File: src/rtl/truth_table_sequencer_if.sv
// Host-side bundle for truth_table_sequencer: run request, expected code and results.
// master = test/config host, slave = sequencer.
interface truth_table_sequencer_if;
    logic       start;
    logic [7:0] expected;
    logic       busy;
    logic       done;
    logic       pass;
    logic [7:0] table_out;
    logic [2:0] mismatch_row;

    modport master (
        output start, expected,
        input  busy, done, pass, table_out, mismatch_row
    );

    modport slave (
        input  start, expected,
        output busy, done, pass, table_out, mismatch_row
    );
endinterface

File: src/rtl/truth_table_sequencer.sv
// Purpose: walks a 3-input device through rows 0..7, majority-samples its output, builds/compares the truth-table code.
// Latency: done at t+1+8*(SETTLE_CYCLES+SAMPLES) after start sampled at t; early stop at first bad row with TT_MISMATCH_STOP_EN.
// Backpressure: none; start is accepted only in IDLE and ignored otherwise (no queuing).
module truth_table_sequencer #(
    parameter int SETTLE_CYCLES = 16,
    parameter int SAMPLES       = 3
) (
    input  logic                   clk,
    input  logic                   rst,
    truth_table_sequencer_if.slave host,
    output logic                   in1,
    output logic                   in2,
    output logic                   in3,
    input  logic                   dut_out
);

    typedef enum logic [1:0] {
        IDLE   = 2'd0,
        SETTLE = 2'd1,
        SAMPLE = 2'd2,
        FINISH = 2'd3
    } state_t;

    localparam logic [15:0] SETTLE_LAST = 16'(SETTLE_CYCLES - 1);
    localparam logic [2:0]  SAMPLE_LAST = 3'(SAMPLES - 1);
    localparam logic [3:0]  MAJ_THRESH  = 4'(SAMPLES / 2);

    state_t      state_q, state_d;
    logic [2:0]  row_q;
    logic [15:0] settle_cnt;
    logic [2:0]  samp_cnt;
    logic [3:0]  ones_cnt;
    logic [7:0]  acc_q;
    logic [7:0]  exp_q;
    logic [7:0]  table_q;
    logic        pass_q;
    logic [2:0]  mm_q;

    logic        settle_last;
    logic        samp_last;
    logic [3:0]  ones_next;
    logic        row_bit;
    logic [7:0]  acc_next;
    logic [7:0]  diff;
    logic [2:0]  mm_next;
    logic        early_stop;
    logic        running;

    assign settle_last = (settle_cnt == SETTLE_LAST);
    assign samp_last   = (samp_cnt == SAMPLE_LAST);
    assign ones_next   = ones_cnt + {3'b000, dut_out};
    assign row_bit     = (ones_next > MAJ_THRESH);

`ifdef TT_MISMATCH_STOP_EN
    assign early_stop = (row_bit != exp_q[3'd7 - row_q]);
`else
    assign early_stop = 1'b0;
`endif

    // Row r lands in bit 7-r so that row 000 is the MSB of the hex code.
    always_comb begin
        acc_next                = acc_q;
        acc_next[3'd7 - row_q]  = row_bit;
    end

    // Lowest mismatching row is the most significant differing bit.
    assign diff = acc_next ^ exp_q;
    always_comb begin
        mm_next = 3'd0;
        casez (diff)
            8'b1???????: mm_next = 3'd0;
            8'b01??????: mm_next = 3'd1;
            8'b001?????: mm_next = 3'd2;
            8'b0001????: mm_next = 3'd3;
            8'b00001???: mm_next = 3'd4;
            8'b000001??: mm_next = 3'd5;
            8'b0000001?: mm_next = 3'd6;
            8'b00000001: mm_next = 3'd7;
            default:     mm_next = 3'd0;
        endcase
    end

    always_ff @(posedge clk) begin
        if (rst) begin
            state_q <= IDLE;
        end else begin
            state_q <= state_d;
        end
    end

    always_comb begin
        state_d = state_q;
        case (state_q)
            IDLE: begin
                if (host.start) begin
                    state_d = SETTLE;
                end
            end
            SETTLE: begin
                if (settle_last) begin
                    state_d = SAMPLE;
                end
            end
            SAMPLE: begin
                if (samp_last) begin
                    state_d = ((row_q == 3'd7) || early_stop) ? FINISH : SETTLE;
                end
            end
            FINISH: begin
                state_d = IDLE;
            end
            default: begin
                state_d = IDLE;
            end
        endcase
    end

    always_ff @(posedge clk) begin
        if (rst) begin
            row_q      <= 3'd0;
            settle_cnt <= 16'd0;
            samp_cnt   <= 3'd0;
            ones_cnt   <= 4'd0;
            acc_q      <= 8'h00;
            exp_q      <= 8'h00;
            table_q    <= 8'h00;
            pass_q     <= 1'b0;
            mm_q       <= 3'd0;
        end else begin
            case (state_q)
                IDLE: begin
                    if (host.start) begin
                        exp_q      <= host.expected;
                        acc_q      <= 8'h00;
                        row_q      <= 3'd0;
                        settle_cnt <= 16'd0;
                        samp_cnt   <= 3'd0;
                        ones_cnt   <= 4'd0;
                    end
                end
                SETTLE: begin
                    settle_cnt <= settle_last ? 16'd0 : settle_cnt + 16'd1;
                end
                SAMPLE: begin
                    if (samp_last) begin
                        samp_cnt <= 3'd0;
                        ones_cnt <= 4'd0;
                        acc_q    <= acc_next;
                        row_q    <= row_q + 3'd1;
                        // Results become visible in the FINISH cycle itself.
                        if (state_d == FINISH) begin
                            table_q <= acc_next;
                            pass_q  <= (acc_next == exp_q);
                            mm_q    <= mm_next;
                        end
                    end else begin
                        samp_cnt <= samp_cnt + 3'd1;
                        ones_cnt <= ones_next;
                    end
                end
                default: begin
                end
            endcase
        end
    end

    assign running           = (state_q == SETTLE) || (state_q == SAMPLE);
    assign {in1, in2, in3}   = running ? row_q : 3'b000;
    assign host.busy         = running;
    assign host.done         = (state_q == FINISH);
    assign host.pass         = pass_q;
    assign host.table_out    = table_q;
    assign host.mismatch_row = mm_q;

endmodule
File: src/flat_wrapper.sv
// flat-port wrapper written by rule: the top's interface ports become plain ports
module truth_table_sequencer_flat 
#(
    parameter int SETTLE_CYCLES = 16,
    parameter int SAMPLES       = 3
)
  (clk, rst, in1, in2, in3, dut_out, host_start, host_expected, host_busy, host_done, host_pass, host_table_out, host_mismatch_row);
  truth_table_sequencer_if host_i ();
  input  logic clk;
  input  logic rst;
  output logic in1;
  output logic in2;
  output logic in3;
  input  logic dut_out;
  input wire logic [$bits(host_i.start)-1:0] host_start;
  input wire logic [$bits(host_i.expected)-1:0] host_expected;
  output wire logic [$bits(host_i.busy)-1:0] host_busy;
  output wire logic [$bits(host_i.done)-1:0] host_done;
  output wire logic [$bits(host_i.pass)-1:0] host_pass;
  output wire logic [$bits(host_i.table_out)-1:0] host_table_out;
  output wire logic [$bits(host_i.mismatch_row)-1:0] host_mismatch_row;
  assign host_i.start = host_start;
  assign host_i.expected = host_expected;
  assign host_busy = host_i.busy;
  assign host_done = host_i.done;
  assign host_pass = host_i.pass;
  assign host_table_out = host_i.table_out;
  assign host_mismatch_row = host_i.mismatch_row;
  truth_table_sequencer #(.SETTLE_CYCLES(SETTLE_CYCLES), .SAMPLES(SAMPLES)) u_core (.clk(clk), .rst(rst), .host(host_i), .in1(in1), .in2(in2), .in3(in3), .dut_out(dut_out));
endmodule
File: config.mk
export PLATFORM = sky130hd
export DESIGN_NAME = truth_table_sequencer_flat
export DESIGN_NICKNAME = d
export VERILOG_FILES = /design/src/rtl/truth_table_sequencer_if.sv /design/src/rtl/truth_table_sequencer.sv /design/src/flat_wrapper.sv
export SDC_FILE = /design/constraint.sdc
export NUM_CORES = 1
export LEC_CHECK = 0
export CORE_MARGIN = 1.5
export CORE_UTILIZATION = 31
export CTS_BUF_LIST = sky130_fd_sc_hd__clkbuf_4 sky130_fd_sc_hd__clkbuf_8
export CTS_CLUSTER_DIAMETER = 30
export CTS_CLUSTER_SIZE = 25
export DETAILED_ROUTE_END_ITERATION = 7
export RECOVER_POWER = 25
export REMOVE_ABC_BUFFERS = 1
export SETUP_SLACK_MARGIN = 0.02
export SLEW_MARGIN = 20
export SYNTH_ARGS = -nofsm -noshare
export SYNTH_HDL_FRONTEND = slang
export SYNTH_SLANG_ARGS = --single-unit
File: constraint.sdc
create_clock -name clk -period 2.6 [get_ports clk]
set_input_delay 0.26 -clock clk [delete_from_list [all_inputs] [get_ports clk]]
set_output_delay 0.26 -clock clk [all_outputs]
set_load 0.02 [all_outputs]
# Word-level counts from Yosys, hierarchy flattened
# Index checks and enable logic that the tools add are counted.
# classes
muxes	24
order_cmp	3
n_eq_ne	17
n_bitwise	1
reduce_logical	10
n_addsub	5
# ops
operator	n
two-way mux 16 bit	2
one-hot mux 16 bit (2 select lines)	1
one-hot mux 3 bit (7 select lines)	1
adder 16 x 1 -> 16 bit (second input constant)	1
equality test 16 x 4 -> 1 bit (second input constant)	1
two-way mux 8 bit	2
one-hot mux 8 bit (2 select lines)	1
two-way mux 3 bit	4
one-hot mux 3 bit (2 select lines)	2
bitwise mux 8 bit	1
equality test 8 x 1 -> 1 bit (second input constant)	1
equality test 8 bit	1
two-way mux 2 bit	4
two-way mux 4 bit	2
one-hot mux 2 bit (4 select lines)	1
one-hot mux 4 bit (2 select lines)	1
bitwise XOR 8 bit	1
equality test 7 x 1 -> 1 bit (second input constant)	1
adder 3 x 1 -> 3 bit (second input constant)	2
equality test 2 bit (second input constant)	3
equality test 6 x 1 -> 1 bit (second input constant)	1
AND reduction 2 bit	3
AND reduction 3 bit	2
equality test 5 x 1 -> 1 bit (second input constant)	1
18 further kinds	20
# word_totals
ff_bits	56
input_bits	12
wordCells	70

# Longest topological paths before layout
# depth
ltp_word	9
depth_mapped	10
ltp_nobuf	8

# Worst setup path after synthesis
# OpenSTA, ideal clock, no wires.
# synth_path
path_kind	reg2reg
from	register u_core.ones_cnt[0]
to	register u_core.mm_q[1], in the netlist u_core.host.mismatch_row[1]
stages_incl_launch_ff	9
period_less_slack_ps	2429
setup_slack_ps	171
t_required_ps	2455
arrival_ps	2284
setup_time_ps	145
cell_sequence	dfxtp_1 > ha_1 > ha_1 > or2b_1 > o41a_2 > a211oi_1 > and4bb_2 > nand4_1 > a311oi_2
# synth_between
elab_chain_cells	6
elab_cells_between_ends	12
cone_classes	add/sub (1); order compare (1); eq/ne (7); mux (2); bitwise (1)
# synth_rtl
element	line_no	rtl
start: declaration	truth_table_sequencer.sv:32	logic [3:0] ones_cnt;
start signal: assignment	truth_table_sequencer.sv:158	ones_cnt <= ones_next;
adder 4 x 1 -> 4 bit (*)	truth_table_sequencer.sv:51	assign ones_next = ones_cnt + {3'b000, dut_out};
greater-than comparator 4 x 1 -> 1 bit (*)	truth_table_sequencer.sv:52	assign row_bit = (ones_next > MAJ_THRESH);
bitwise mux 8 bit (*)	truth_table_sequencer.sv:63	acc_next[3'd7 - row_q] = row_bit;
bitwise XOR 8 bit (*)	truth_table_sequencer.sv:67	assign diff = acc_next ^ exp_q;
equality test 8 x 1 -> 1 bit, or another cell as far along	truth_table_sequencer.sv:70	casez (diff)
one-hot mux 3 bit (7 select lines) (*)	truth_table_sequencer.sv:70	
end signal: assignment	truth_table_sequencer.sv:154	mm_q <= mm_next;
end: declaration	truth_table_sequencer.sv:37	logic [2:0] mm_q;
# Mark *: on every way between the ends. The rest lies on a longest branch, timed or not.
# A chain may end at the register's enable or synchronous reset.

# Worst setup path in the final report
# layout_path
from	register u_core.ones_cnt[0]
to	register u_core.mm_q[2], in the netlist u_core.host.mismatch_row[2]
# The elaborated chain is that of the path after synthesis.

==> impl_metrics.env <==
export IMPL_diodes=0
export IMPL_rows=36
export IMPL_grt_max_degree=25
export IMPL_finish_utilization=0.398
export IMPL_synthTopCellsByArea="dfxtp_1, nand2_1, nor2_1"
export IMPL_cts_tree="done"
export IMPL_netlist_area_um2=3060
export IMPL_hold_path_depth=4
export IMPL_grt_ovfl_total=0
export IMPL_tightestPinTransition_ns=0.719
export IMPL_period_share=0.963
export IMPL_drv_cap=0
export IMPL_synth_largest_area_cell="dfxtp_1"
export IMPL_gp_routability_congestion=0.841
export IMPL_yosysTopAreaCellShare=0.366
export IMPL_final_cell_area_um2=3850
export IMPL_fin_crit_ns=2.50
export IMPL_cts_path_max_buffers=2
export IMPL_via_per_inst=5.16
export IMPL_yosysUniqueCellTypes=62
export IMPL_final_hold_viol_count=0
export IMPL_yosysSeqAreaShare=0.366
export IMPL_finClkSkew_ns=0.0156
export IMPL_status="finished, final reports clean"
export IMPL_synth_top_flop_cell="dfxtp_1"
export IMPL_whs_ns=0.450
export IMPL_slowest_stage="o41a_4"
export IMPL_grt_pass1_vias=2622
export IMPL_synth_edff_count=0
export IMPL_clk_pin_slew_worst_paths_ns=0.10
export IMPL_core_area_um2=9680
export IMPL_cts_root_buf="clkbuf_8"
export IMPL_finalSetupViolCount=0
export IMPL_start_util=0.316
export IMPL_r2r_cells=9
export IMPL_fin_nets=433
export IMPL_firstDrtPassIters=4
export IMPL_grt_antenna_before_repair=0
export IMPL_relSlewSlack=0.517
export IMPL_syn_avg_cell_area_um2=8.40
export IMPL_drive_gt1_frac=0.140
export IMPL_total_power_mw=2.44
export IMPL_dpl_hpwl_mm=5.52
export IMPL_critPathTopFamily="compound AO/OA/AOI/OAI gates"
export IMPL_dr_total_vias=2819
export IMPL_ios=29
export IMPL_grt_usage=0.149
export IMPL_dieHeight_um=102
export IMPL_htreeDepth=2
export IMPL_port_buffers=28
export IMPL_p_per_area_nw_per_um2=634
export IMPL_dieArea_um2=10500
export IMPL_ys_ff_latch=56
export IMPL_grt_pass1_wl_mm=12.4
export IMPL_drv_slew=0
export IMPL_numPlacedInstances=533
export IMPL_cp_end_kind="register"
export IMPL_rsz0062_at_grt="yes"
export IMPL_placed_cell_area_um2=3600
export IMPL_synth_common_cells="dfxtp_1, nand2_1, nor2_1"
export IMPL_yosysMostFrequentCell="dfxtp_1"
export IMPL_cts_made_buffers=5
export IMPL_critPathLaunchType="register"
export IMPL_holdBufCountCts=0
export IMPL_hold_path_class="in -> reg"
export IMPL_area_growth_pct=26.0
export IMPL_peakVddDrop_mv=0.225
export IMPL_crit_top_cell="ha_4"
export IMPL_insertion_delay_ns=0.32
export IMPL_crit_path_max_fanout=5
export IMPL_ys_async_sr_fraction=0
export IMPL_cp_required_ns=2.81
export IMPL_die_w_um=102
export IMPL_cp_slowest_stage_delay_ns=0.41
export IMPL_drtIter0Drc=150
export IMPL_drc=0
export IMPL_clock_sinks=56
export IMPL_fmax_mhz=399
export IMPL_p_leak_nw=1.38
export IMPL_cp_num_cells=9
export IMPL_worstPathArrival_ns=2.71
export IMPL_final_cells=546
export IMPL_syn_inst=364
export IMPL_yosys_warnings=0
export IMPL_finalWirelength_mm=7.54
export IMPL_path_buf_inv=1
export IMPL_drt_antenna_violating_nets=0
export IMPL_wl_per_cell_um=13.8
export IMPL_critical_path_class="reg -> reg"
export IMPL_path_cells="ha_4, ha_4, or2b_1, buf_4, o41a_4, a211o_1, and4bb_4, o2111ai_1, a21oi_1"
[power by group]
part           total [mW]  switching, mW  internal [mW]  leakage, nW
Sequential          0.976         0.0604          0.915        0.454
Combinational       0.843          0.523          0.320        0.864
Clock               0.624          0.284          0.340       0.0645
[repair_timing]
action / CTS / global route
cloned: 1 / 0
pin swaps: 6 / 7
gates resized for setup: 10 / 5
setup buffers: 3 / 1
setup endpoints to repair: 4 / 4
[metrics by stage]
step / setup WS [ns] / TNS [ns]
3_3_place_gp: -0.427 / -2.04
3_5_place_dp: -0.490 / -2.57
2_1_floorplan: 0.0175 / 0
5_1_grt: 0.0108 / 0
4_1_cts: 0.0306 / 0
6_report: 0.0965 / 0
[sequential cells by signal, summed over array words and instances (netlist names)]
signal and count:
u_core.acc_q 8, u_core.exp_q 8, u_core.host.mismatch_row 3, u_core.host.pass 1, u_core.host.table_out 8, u_core.ones_cnt 4
u_core.row_q 3, u_core.samp_cnt 3, u_core.settle_cnt 16, u_core.state_q 2
[layer usage]
layer	vias up	routed length [µm]	part of all wire	global-route usage
met5	-	0	0	0
met4	0	135	0.018	0.0411
met3	10	276	0.037	0.0315
met2	53	3560	0.47	0.252
met1	1325	3570	0.47	0.191
li1	1431	-	-	-
[worst register-to-register path, cell delays in order, from the launching register on]
cell,delay [ns]
dfxtp_2,0.35
ha_4,0.16
ha_4,0.21
or2b_1,0.24
buf_4,0.17
o41a_4,0.41
a211o_1,0.37
and4bb_4,0.26
o2111ai_1,0.13
a21oi_1,0.09
[cell type report]
type                    count  area [µm²]
clock buffers               7        96.3
repair buffers             56         493
inverters                   8        30.0
flip-flops and latches     56        1120
clock inverters             1        30.0
well taps                 133         166
fillers                   978        5830
multi-input cells         285        1910
[kinds of logic (layout without fill, tap and decap cells)]
kind of cell,after synthesis,in the layout,share of synthesized area
muxes,10,10,0.0348
adders and majority gates,9,9,0.0368
AOI/OAI and AO/OA,94,94,0.224
and+or+nand+nor,157,158,0.261
buffers and inverters,24,72,0.0364
xor gates and xnor gates,14,14,0.0401
DFF,56,56,0.366
[worst paths after layout]
| kind | startpoint | slack, ns | to |
|---|---|---|---|
| min reg2reg | u_core.host.mismatch_row[2]$_SDFFE_PP0P_ | 0.48 | u_core.host.mismatch_row[2]$_SDFFE_PP0P_ |
| min | dut_out | 0.45 | u_core.ones_cnt[0]$_SDFFE_PP0P_ |
| max | u_core.ones_cnt[0]$_SDFFE_PP0P_ | 0.1 | u_core.host.mismatch_row[2]$_SDFFE_PP0P_ |
| max reg2reg | u_core.ones_cnt[0]$_SDFFE_PP0P_ | 0.1 | u_core.host.mismatch_row[2]$_SDFFE_PP0P_ |
[cells in the final DEF (no fill, tap or decap), types with 5 or more instances in the layout]
| cell type | instances |
|---|---|
| nor2b_1 | 6 |
| nand3_1 | 9 |
| xnor2_1 | 5 |
| buf_4 | 27 |
| nor3_1 | 5 |
| clkbuf_8 | 7 |
| nand4_1 | 11 |
| o211ai_1 | 10 |
| a211oi_1 | 10 |
| o21ai_0 | 15 |
| dfxtp_1 | 54 |
| clkdlybuf4s50_1 | 15 |
| a21oi_1 | 18 |
| xor2_1 | 9 |
| dlygate4sd3_1 | 12 |
| ha_1 | 7 |
| a211o_1 | 5 |
| inv_1 | 8 |
| mux2i_1 | 8 |
| a311oi_1 | 5 |
| o21a_1 | 6 |
| nor2_1 | 41 |
| and2_1 | 7 |
| nand2_1 | 47 |
(Power assumes the default switching activity.)
